`config.mk`:
```
export PLATFORM = sky130hd
export DESIGN_NAME = tdm_demux8
export DESIGN_NICKNAME = d
export VERILOG_FILES = /design/src/rtl/tdm_demux8.sv
export SDC_FILE = /design/constraint.sdc
export NUM_CORES = 1
export LEC_CHECK = 0
export CAP_MARGIN = 20
export CORE_AREA = 2 2 47 49
export CTS_CLUSTER_DIAMETER = 80
export DETAILED_ROUTE_END_ITERATION = 16
export DIE_AREA = 0 0 49 51
export GPL_ROUTABILITY_DRIVEN = 0
export PLACE_DENSITY = 0.79
export SYNTH_ARGS = -nofsm -noshare
export SYNTH_HDL_FRONTEND = slang
export SYNTH_SLANG_ARGS = --single-unit
```
`constraint.sdc`:
```
create_clock -name clk -period 3.52 [get_ports clk]
set_input_delay 0.88 -clock clk [delete_from_list [all_inputs] [get_ports clk]]
set_output_delay 0.88 -clock clk [all_outputs]
set_load 0.05 [all_outputs]
```
`src/rtl/tdm_demux8.sv`:
```
`default_nettype none
// ============================================================================
// Module   : tdm_demux8
// Brief    : 1-to-8 TDM demultiplexer; collects one 8-slot frame into a shadow
//            register and commits all channels at once with a strobe.
// Revision : 1.0 - initial release
// ============================================================================
module tdm_demux8 #(
    parameter bit SYNC_REQ = 1'b1
) (
    input  logic       clk,
    input  logic       rst_n,
    input  logic       din,
    input  logic       din_valid,
    input  logic       frame_sync,
    output logic [7:0] y,
    output logic       frame_valid,
    output logic       sync_err,
    output logic       locked
);

    typedef enum logic [0:0] {
        S_HUNT = 1'b0,
        S_RECV = 1'b1
    } state_t;

    state_t     r_state;
    state_t     w_state_nxt;
    logic [2:0] r_cnt;
    logic [2:0] w_cnt_nxt;
    // Slot 7 never needs storing: it goes straight into y on commit.
    logic [6:0] r_shadow;
    logic [6:0] w_shadow_nxt;
    logic [7:0] r_y;
    logic [7:0] w_y_nxt;
    logic       r_frame_valid;
    logic       w_frame_valid_nxt;
    logic       r_sync_err;
    logic       w_sync_err_nxt;
    logic       r_locked;

    always_ff @(posedge clk or negedge rst_n) begin
        if (!rst_n) begin
            r_state       <= S_HUNT;
            r_cnt         <= 3'd0;
            r_shadow      <= 7'd0;
            r_y           <= 8'h00;
            r_frame_valid <= 1'b0;
            r_sync_err    <= 1'b0;
            r_locked      <= 1'b0;
        end else begin
            r_state       <= w_state_nxt;
            r_cnt         <= w_cnt_nxt;
            r_shadow      <= w_shadow_nxt;
            r_y           <= w_y_nxt;
            r_frame_valid <= w_frame_valid_nxt;
            r_sync_err    <= w_sync_err_nxt;
            r_locked      <= (w_state_nxt == S_RECV);
        end
    end

    always_comb begin
        w_state_nxt       = r_state;
        w_cnt_nxt         = r_cnt;
        w_shadow_nxt      = r_shadow;
        w_y_nxt           = r_y;
        w_frame_valid_nxt = 1'b0;
        w_sync_err_nxt    = 1'b0;

        if (din_valid) begin
            case (r_state)
                S_HUNT: begin
                    if (frame_sync) begin
                        w_shadow_nxt[0] = din;
                        w_cnt_nxt       = 3'd1;
                        w_state_nxt     = S_RECV;
                    end
                end
                S_RECV: begin
                    if (frame_sync) begin
                        // A sync anywhere but slot 0 restarts the frame; stale shadow bits get overwritten.
                        w_sync_err_nxt  = (r_cnt != 3'd0);
                        w_shadow_nxt[0] = din;
                        w_cnt_nxt       = 3'd1;
                    end else if (r_cnt == 3'd0) begin
                        if (SYNC_REQ) begin
                            w_sync_err_nxt = 1'b1;
                            w_state_nxt    = S_HUNT;
                        end else begin
                            w_shadow_nxt[0] = din;
                            w_cnt_nxt       = 3'd1;
                        end
                    end else if (r_cnt == 3'd7) begin
                        w_y_nxt           = {din, r_shadow};
                        w_frame_valid_nxt = 1'b1;
                        w_cnt_nxt         = 3'd0;
                    end else begin
                        for (int k = 1; k < 7; k++) begin
                            if (r_cnt == 3'(k)) begin
                                w_shadow_nxt[k] = din;
                            end
                        end
                        w_cnt_nxt = r_cnt + 3'd1;
                    end
                end
                default: begin
                    w_state_nxt = S_HUNT;
                    w_cnt_nxt   = 3'd0;
                end
            endcase
        end
    end

    assign y           = r_y;
    assign frame_valid = r_frame_valid;
    assign sync_err    = r_sync_err;
    assign locked      = r_locked;

endmodule
`default_nettype wire

```
==> After elaboration in Yosys (flattened, before gate mapping) <==
Cells that the tools add are included.
{ "word_totals": {"output_inout_bits": 11, "input_bits": 5, "word_cells": 56, "ff_bits": 21} }
{ "classes": {"bitwise": 4, "n_addsub": 1, "muxes": 19, "reduce_logical": 11, "eq_ne": 9} }
{ "op_table": {"columns": ["cell", "n"], "rows": [
  ["6-bit AND reduction", 6],
  ["1-bit 2-to-1 mux", 13],
  ["3-bit equality test, second input constant", 4],
  ["3-bit 2-to-1 mux", 4],
  ["3-bit by 2-bit equality test with 1-bit output, second input constant", 2],
  ["3-bit one-hot mux with 2 select lines", 1],
  ["5-bit AND reduction", 1],
  ["1-bit inverter", 4],
  ["3-bit by 1-bit adder with 3-bit output, second input constant", 1],
  ["3-bit by 1-bit equality test with 1-bit output, second input constant", 1],
  ["3-bit logical NOT", 1],
  ["3-bit != test, second input constant", 1],
  ["3-bit AND reduction", 1],
  ["3-bit nonzero test", 1],
  ["2-bit != test, second input constant", 1],
  ["1-bit one-hot mux with 2 select lines", 1],
  ["2-bit AND reduction", 1]
]} }

==> Logic depth before layout (Yosys ltp) <==
{ "logic_depth": {"ltp_word": 6, "ltp_mapped": 7, "depth_no_buf": 7} }

==> Worst setup path after synthesis <==
Ideal clock, no wire load.
{ "synth_timing": {"path_kind": "input-to-reg", "from": "input frame_sync", "to": "register r_shadow[3]", "required_ps": 3392, "t_arrival_ps": 1796, "setup_slack_ps": 1597, "cell_stages": 4, "n_path_buf": 1, "setup_time_ps": 128, "cell_sequence": "buf_2 nand2b_4 a2111oi_2 mux2_1"} }
{ "synth_between": {"elab_chain_cells": 2} }
{ "synth_lines": {"columns": ["element", "line", "source"], "rows": [
  ["start: declaration", "15", "input logic frame_sync,"],
  ["1-bit inverter (no line)", null, null],
  ["6-bit AND reduction (no line)", null, null],
  ["end signal: assignment", "54", "r_shadow <= w_shadow_nxt;"],
  ["end: declaration", "32", "logic [6:0] r_shadow;"]
]} }
No other way between the ends.
A chain may end at the register's enable or synchronous reset.

==> Final worst setup path <==
{ "layout_timing": {"from": "register r_locked, in the netlist locked", "to": "output locked"} }
{ "layout_lines": {"columns": ["element", "line", "source"], "rows": [
  ["start: declaration", "40", "logic r_locked;"],
  ["start signal: assignment", "58", "r_locked <= (w_state_nxt == S_RECV);"],
  ["end: declaration", "19", "output logic locked"]
]} }
No word-level cell between the ends.

==> run_results.csv <==
group,metric,value,unit
floorplan,die_height,51,µm
power_and_ir_drop,peakVddDrop,0.3957,mV
floorplan,die_area,0.002499,mm²
worst_setup_path,max_stage_delay,0.90,ns
logic_synthesis,postSynthCellCount,83,
finish,layout_cells_sized_above_1,20.20,%
floorplan,io-pin-count,16,
worst_setup_path,crit-reg2reg-capture,"y[5]$_DFFE_PN0P_",
grt,grt_antenna_before_repair,0,
clock_network,postCtsResizedCells,0,
grt,grt_pass1_wl,3105,µm
finish,finalCoreUtilization,60.22,%
grt,grt_overflow_total,0,
logic_synthesis,distinct_cells_synth,25,
logic_synthesis,synth.avg_cell_area,12.60,µm²
logic_synthesis,synth_top_area_cell,"sky130_fd_sc_hd__dfrtp_1",
sta,max_slew_headroom,39.67,%
logic_synthesis,synth.area.top_cells,"sky130_fd_sc_hd__dfrtp_1 50%, sky130_fd_sc_hd__mux2_2 13%, sky130_fd_sc_hd__ha_1 9.6%, sky130_fd_sc_hd__mux2_1 3.2%, sky130_fd_sc_hd__inv_1 2.2%",
worst_setup_path,timing.critical_path.from_type,"register",
finish,area.sequential,525.5,µm²
drt,drt_pass1_iterations,4,
floorplan,die_width,49,µm
grt,groute.usage.overall,16.72,%
grt,grt_pass1_vias,694,
logic_synthesis,ys_ff_latch,21,
drt,detail_route.drc_violations,0,
finish,fillers,192,
logic_synthesis,synth_nets,96,
floorplan,number_of_placement_rows,17,
place,place.detailed.hpwl,1346,µm
worst_setup_path,cp-startpoint,"locked$_DFFE_PN0P_",
sta,fraction_of_the_cycle_the_final_worst_path_needs,77.89,%
flow_run,maxCapViolCount,0,
clock_network,htree_levels,1,
clock_network,cts_root_buffer,"sky130_fd_sc_hd__clkbuf_4",
logic_synthesis,synth_seq_area_share,50.24,%
sta,timing.final.max_slew_violations,0,
floorplan,core-area,0.002063,mm²
finish,fin_nets,113,
clock_network,tritoncts,"yes",
finish,fin_area,0.001242,mm²
worst_setup_path,cp_data_required_time,2.64,ns
clock_network,clock_tree.buffer_depth,2,
worst_setup_path,crit_end,"locked",
finish,syn_to_final_growth,18.78,%
worst_setup_path,timing.reg2reg.setup_slack,1.56,ns
drt,route.final.wire_length,1778,µm
sta,final_hold_viol_count,0,
drt,drt_first_iter_violations,8,
worst_setup_path,crit-reg2reg-launch,"r_cnt[1]$_DFFE_PN0P_",
finish,antenna_cells,0,
drt,via_count,675,
worst_setup_path,timing.critical_path.cells,"clkdlybuf4s50_1",
power_and_ir_drop,power_density,711.7,mW/mm²
worst_setup_path,cell_class_contributing_the_biggest_share_of_worst_path_delay,"buffers and inverters",
place,placed_area,0.001216,mm²
worst_setup_path,critical_path_peak_fanout,15,
worst_setup_path,cp_num_buf_inv,1,
sta,slew_at_the_pin_with_the_worst_max_slew_slack,0.9022,ns
logic_synthesis,yosysTopAreaCellShare,50.24,%
worst_setup_path,worst-path-stages,1,
grt,grt_max_degree,22,
worst_setup_path,worst_r2r_path_depth,7,
clock_network,numCtsBuffers,3,
drt,route.detailed.vias_per_inst,5.315,
sta,setup_total_negative_slack,0,ns
logic_synthesis,synth-warning-count,0,
clock_network,clk_sinks,21,
sta,period_needed,2.742,ns
clock_network,number_of_setup_buffers_added_after_cts,0,
power_and_ir_drop,p_leak,0.5793,nW
worst_setup_path,timing.critical_path.arrival,1.86,ns
run_status,run_status,"finished, final reports clean",
place,io_buffers,15,
clock_network,clk-insertion-delay-late,0.29,ns
clock_network,clk_pin_slew,0.10,ns
drt,number_of_routed_nets_with_antenna_violations,0,
sta,setup_viol,0,
logic_synthesis,synth_area,0.001046,mm²
clock_network,cts-hold-fix-buffers,0,
sta,grt_setup_unrepaired,"no",
floorplan,starting_density_of_the_core,50.70,%
worst_setup_path,path_class,"reg2out",
drt,post_drt_wl_per_cell,14.00,µm
worst_setup_path,timing.critical_path.slowest_stage_cell,"sky130_fd_sc_hd__clkdlybuf4s50_1",
sta,achievable-frequency,364.8,MHz
worst_setup_path,cp-end-kind,"primary output",
worst_hold_path,holdCritPathClass,"reg2reg",
finish,multi_input_area,483.0,µm²
sta,clock-skew-final,0.004713,ns
[layout make-up]
class,instances,area share [%]
sequential,21,42.30
multi-input combinational,53,38.87
timing repair buffer,15,12.08
tap,28,2.820
clock buffer,4,2.115
inverter,6,1.813
[cell families (layout without fill, tap and decap cells)]
logic type      after synthesis  after routing  synth area share (%)
compound gates                9              9                 7.297
fa+ha+maj                     8              8                 9.570
buf+inv                       9             25                 3.588
flops                        21             21                 50.24
mux                          15             15                 16.15
simple gates                 21             21                 13.16
[Yosys cell counts]
master                      count
sky130_fd_sc_hd__a2111oi_2      1
sky130_fd_sc_hd__a211o_1        1
sky130_fd_sc_hd__a21oi_1        1
sky130_fd_sc_hd__a22o_1         1
sky130_fd_sc_hd__a31o_2         1
sky130_fd_sc_hd__a31oi_1        1
sky130_fd_sc_hd__a32oi_1        1
sky130_fd_sc_hd__and4bb_1       1
sky130_fd_sc_hd__buf_2          3
sky130_fd_sc_hd__dfrtp_1       21
sky130_fd_sc_hd__ha_1           8
sky130_fd_sc_hd__inv_1          6
sky130_fd_sc_hd__mux2_1         3
sky130_fd_sc_hd__mux2_2        12
sky130_fd_sc_hd__nand2_1        6
sky130_fd_sc_hd__nand2b_1       1
sky130_fd_sc_hd__nand2b_4       1
sky130_fd_sc_hd__nand3_1        3
sky130_fd_sc_hd__nand4_4        1
sky130_fd_sc_hd__nor2_1         3
sky130_fd_sc_hd__nor2b_2        1
sky130_fd_sc_hd__nor3b_1        1
sky130_fd_sc_hd__nor4_1         3
sky130_fd_sc_hd__o22ai_1        1
sky130_fd_sc_hd__o311ai_1       1
[worst min path at each step]
stage / from / endpoint / cells after the start
2_1_floorplan: r_shadow[3]$_DFFE_PN0P_ / r_shadow[3]$_DFFE_PN0P_ / 1
3_3_place_gp: r_shadow[3]$_DFFE_PN0P_ / r_shadow[3]$_DFFE_PN0P_ / 1
3_5_place_dp: r_shadow[3]$_DFFE_PN0P_ / r_shadow[3]$_DFFE_PN0P_ / 1
4_1_cts: r_shadow[3]$_DFFE_PN0P_ / r_shadow[3]$_DFFE_PN0P_ / 1
5_1_grt: y[6]$_DFFE_PN0P_ / y[6]$_DFFE_PN0P_ / 1
6_report: r_shadow[3]$_DFFE_PN0P_ / r_shadow[3]$_DFFE_PN0P_ / 1
[cell usage in the layout (no fill, tap or decap)]
master / instances
sky130_fd_sc_hd__clkdlybuf4s50_1: 15
sky130_fd_sc_hd__a211o_1: 1
sky130_fd_sc_hd__a22o_1: 1
sky130_fd_sc_hd__nor2b_2: 1
sky130_fd_sc_hd__nand2b_1: 1
sky130_fd_sc_hd__clkbuf_4: 3
sky130_fd_sc_hd__nand2b_4: 1
sky130_fd_sc_hd__a2111oi_2: 1
sky130_fd_sc_hd__mux2_2: 12
sky130_fd_sc_hd__inv_1: 6
sky130_fd_sc_hd__ha_1: 8
sky130_fd_sc_hd__nor3b_1: 1
sky130_fd_sc_hd__nand3_1: 3
sky130_fd_sc_hd__a21oi_1: 1
sky130_fd_sc_hd__o22ai_1: 1
sky130_fd_sc_hd__nor4_1: 3
sky130_fd_sc_hd__a32oi_1: 1
sky130_fd_sc_hd__and4bb_1: 1
sky130_fd_sc_hd__nor2_1: 3
sky130_fd_sc_hd__a31o_2: 1
sky130_fd_sc_hd__a31oi_1: 1
sky130_fd_sc_hd__clkbuf_1: 1
sky130_fd_sc_hd__o311ai_1: 1
sky130_fd_sc_hd__nand4_4: 1
sky130_fd_sc_hd__dfrtp_1: 21
sky130_fd_sc_hd__nand2_1: 6
sky130_fd_sc_hd__mux2_1: 3
[per-stage QoR]
step / power, mW / setup WS, ns / cells / hold slack, ns
floorplan: 0.6657 / 1.597 / 83 / 0.4541
finish: 0.8842 / 0.7784 / 127 / 0.5095
detailed placement: 0.7831 / 0.8667 / 123 / 0.4819
CTS: 0.8950 / 0.7725 / 127 / 0.5133
global placement: 0.7633 / 0.9292 / 123 / 0.4690
global route: 0.9468 / 0.7065 / 127 / 0.5292
[sequential cells by signal (all words and copies together) (netlist names)]
| name | flops |
|---|---|
| r_cnt | 3 |
| r_shadow | 7 |
| sync_err | 1 |
| frame_valid | 1 |
| locked | 1 |
| y | 8 |
[metal layers]
metal / routed length [µm] / global-route usage, % / up-vias / share of wire [%]
met3: 81 / 3.801 / 0 / 4.6
met5: 0 / 0 / - / 0
met2: 903 / 30.59 / 14 / 51
met1: 793 / 18.74 / 331 / 45
met4: 0 / 7.143 / 0 / 0
li1: - / - / 330 / -
[report_power, final]
part           leakage, nW  internal, mW  switching (mW)
Sequential           0.275         0.315          0.0712
Clock               0.0150        0.0441          0.0671
Combinational        0.289         0.159           0.228
Total                0.579         0.518           0.366
(Power assumes the default switching activity.)
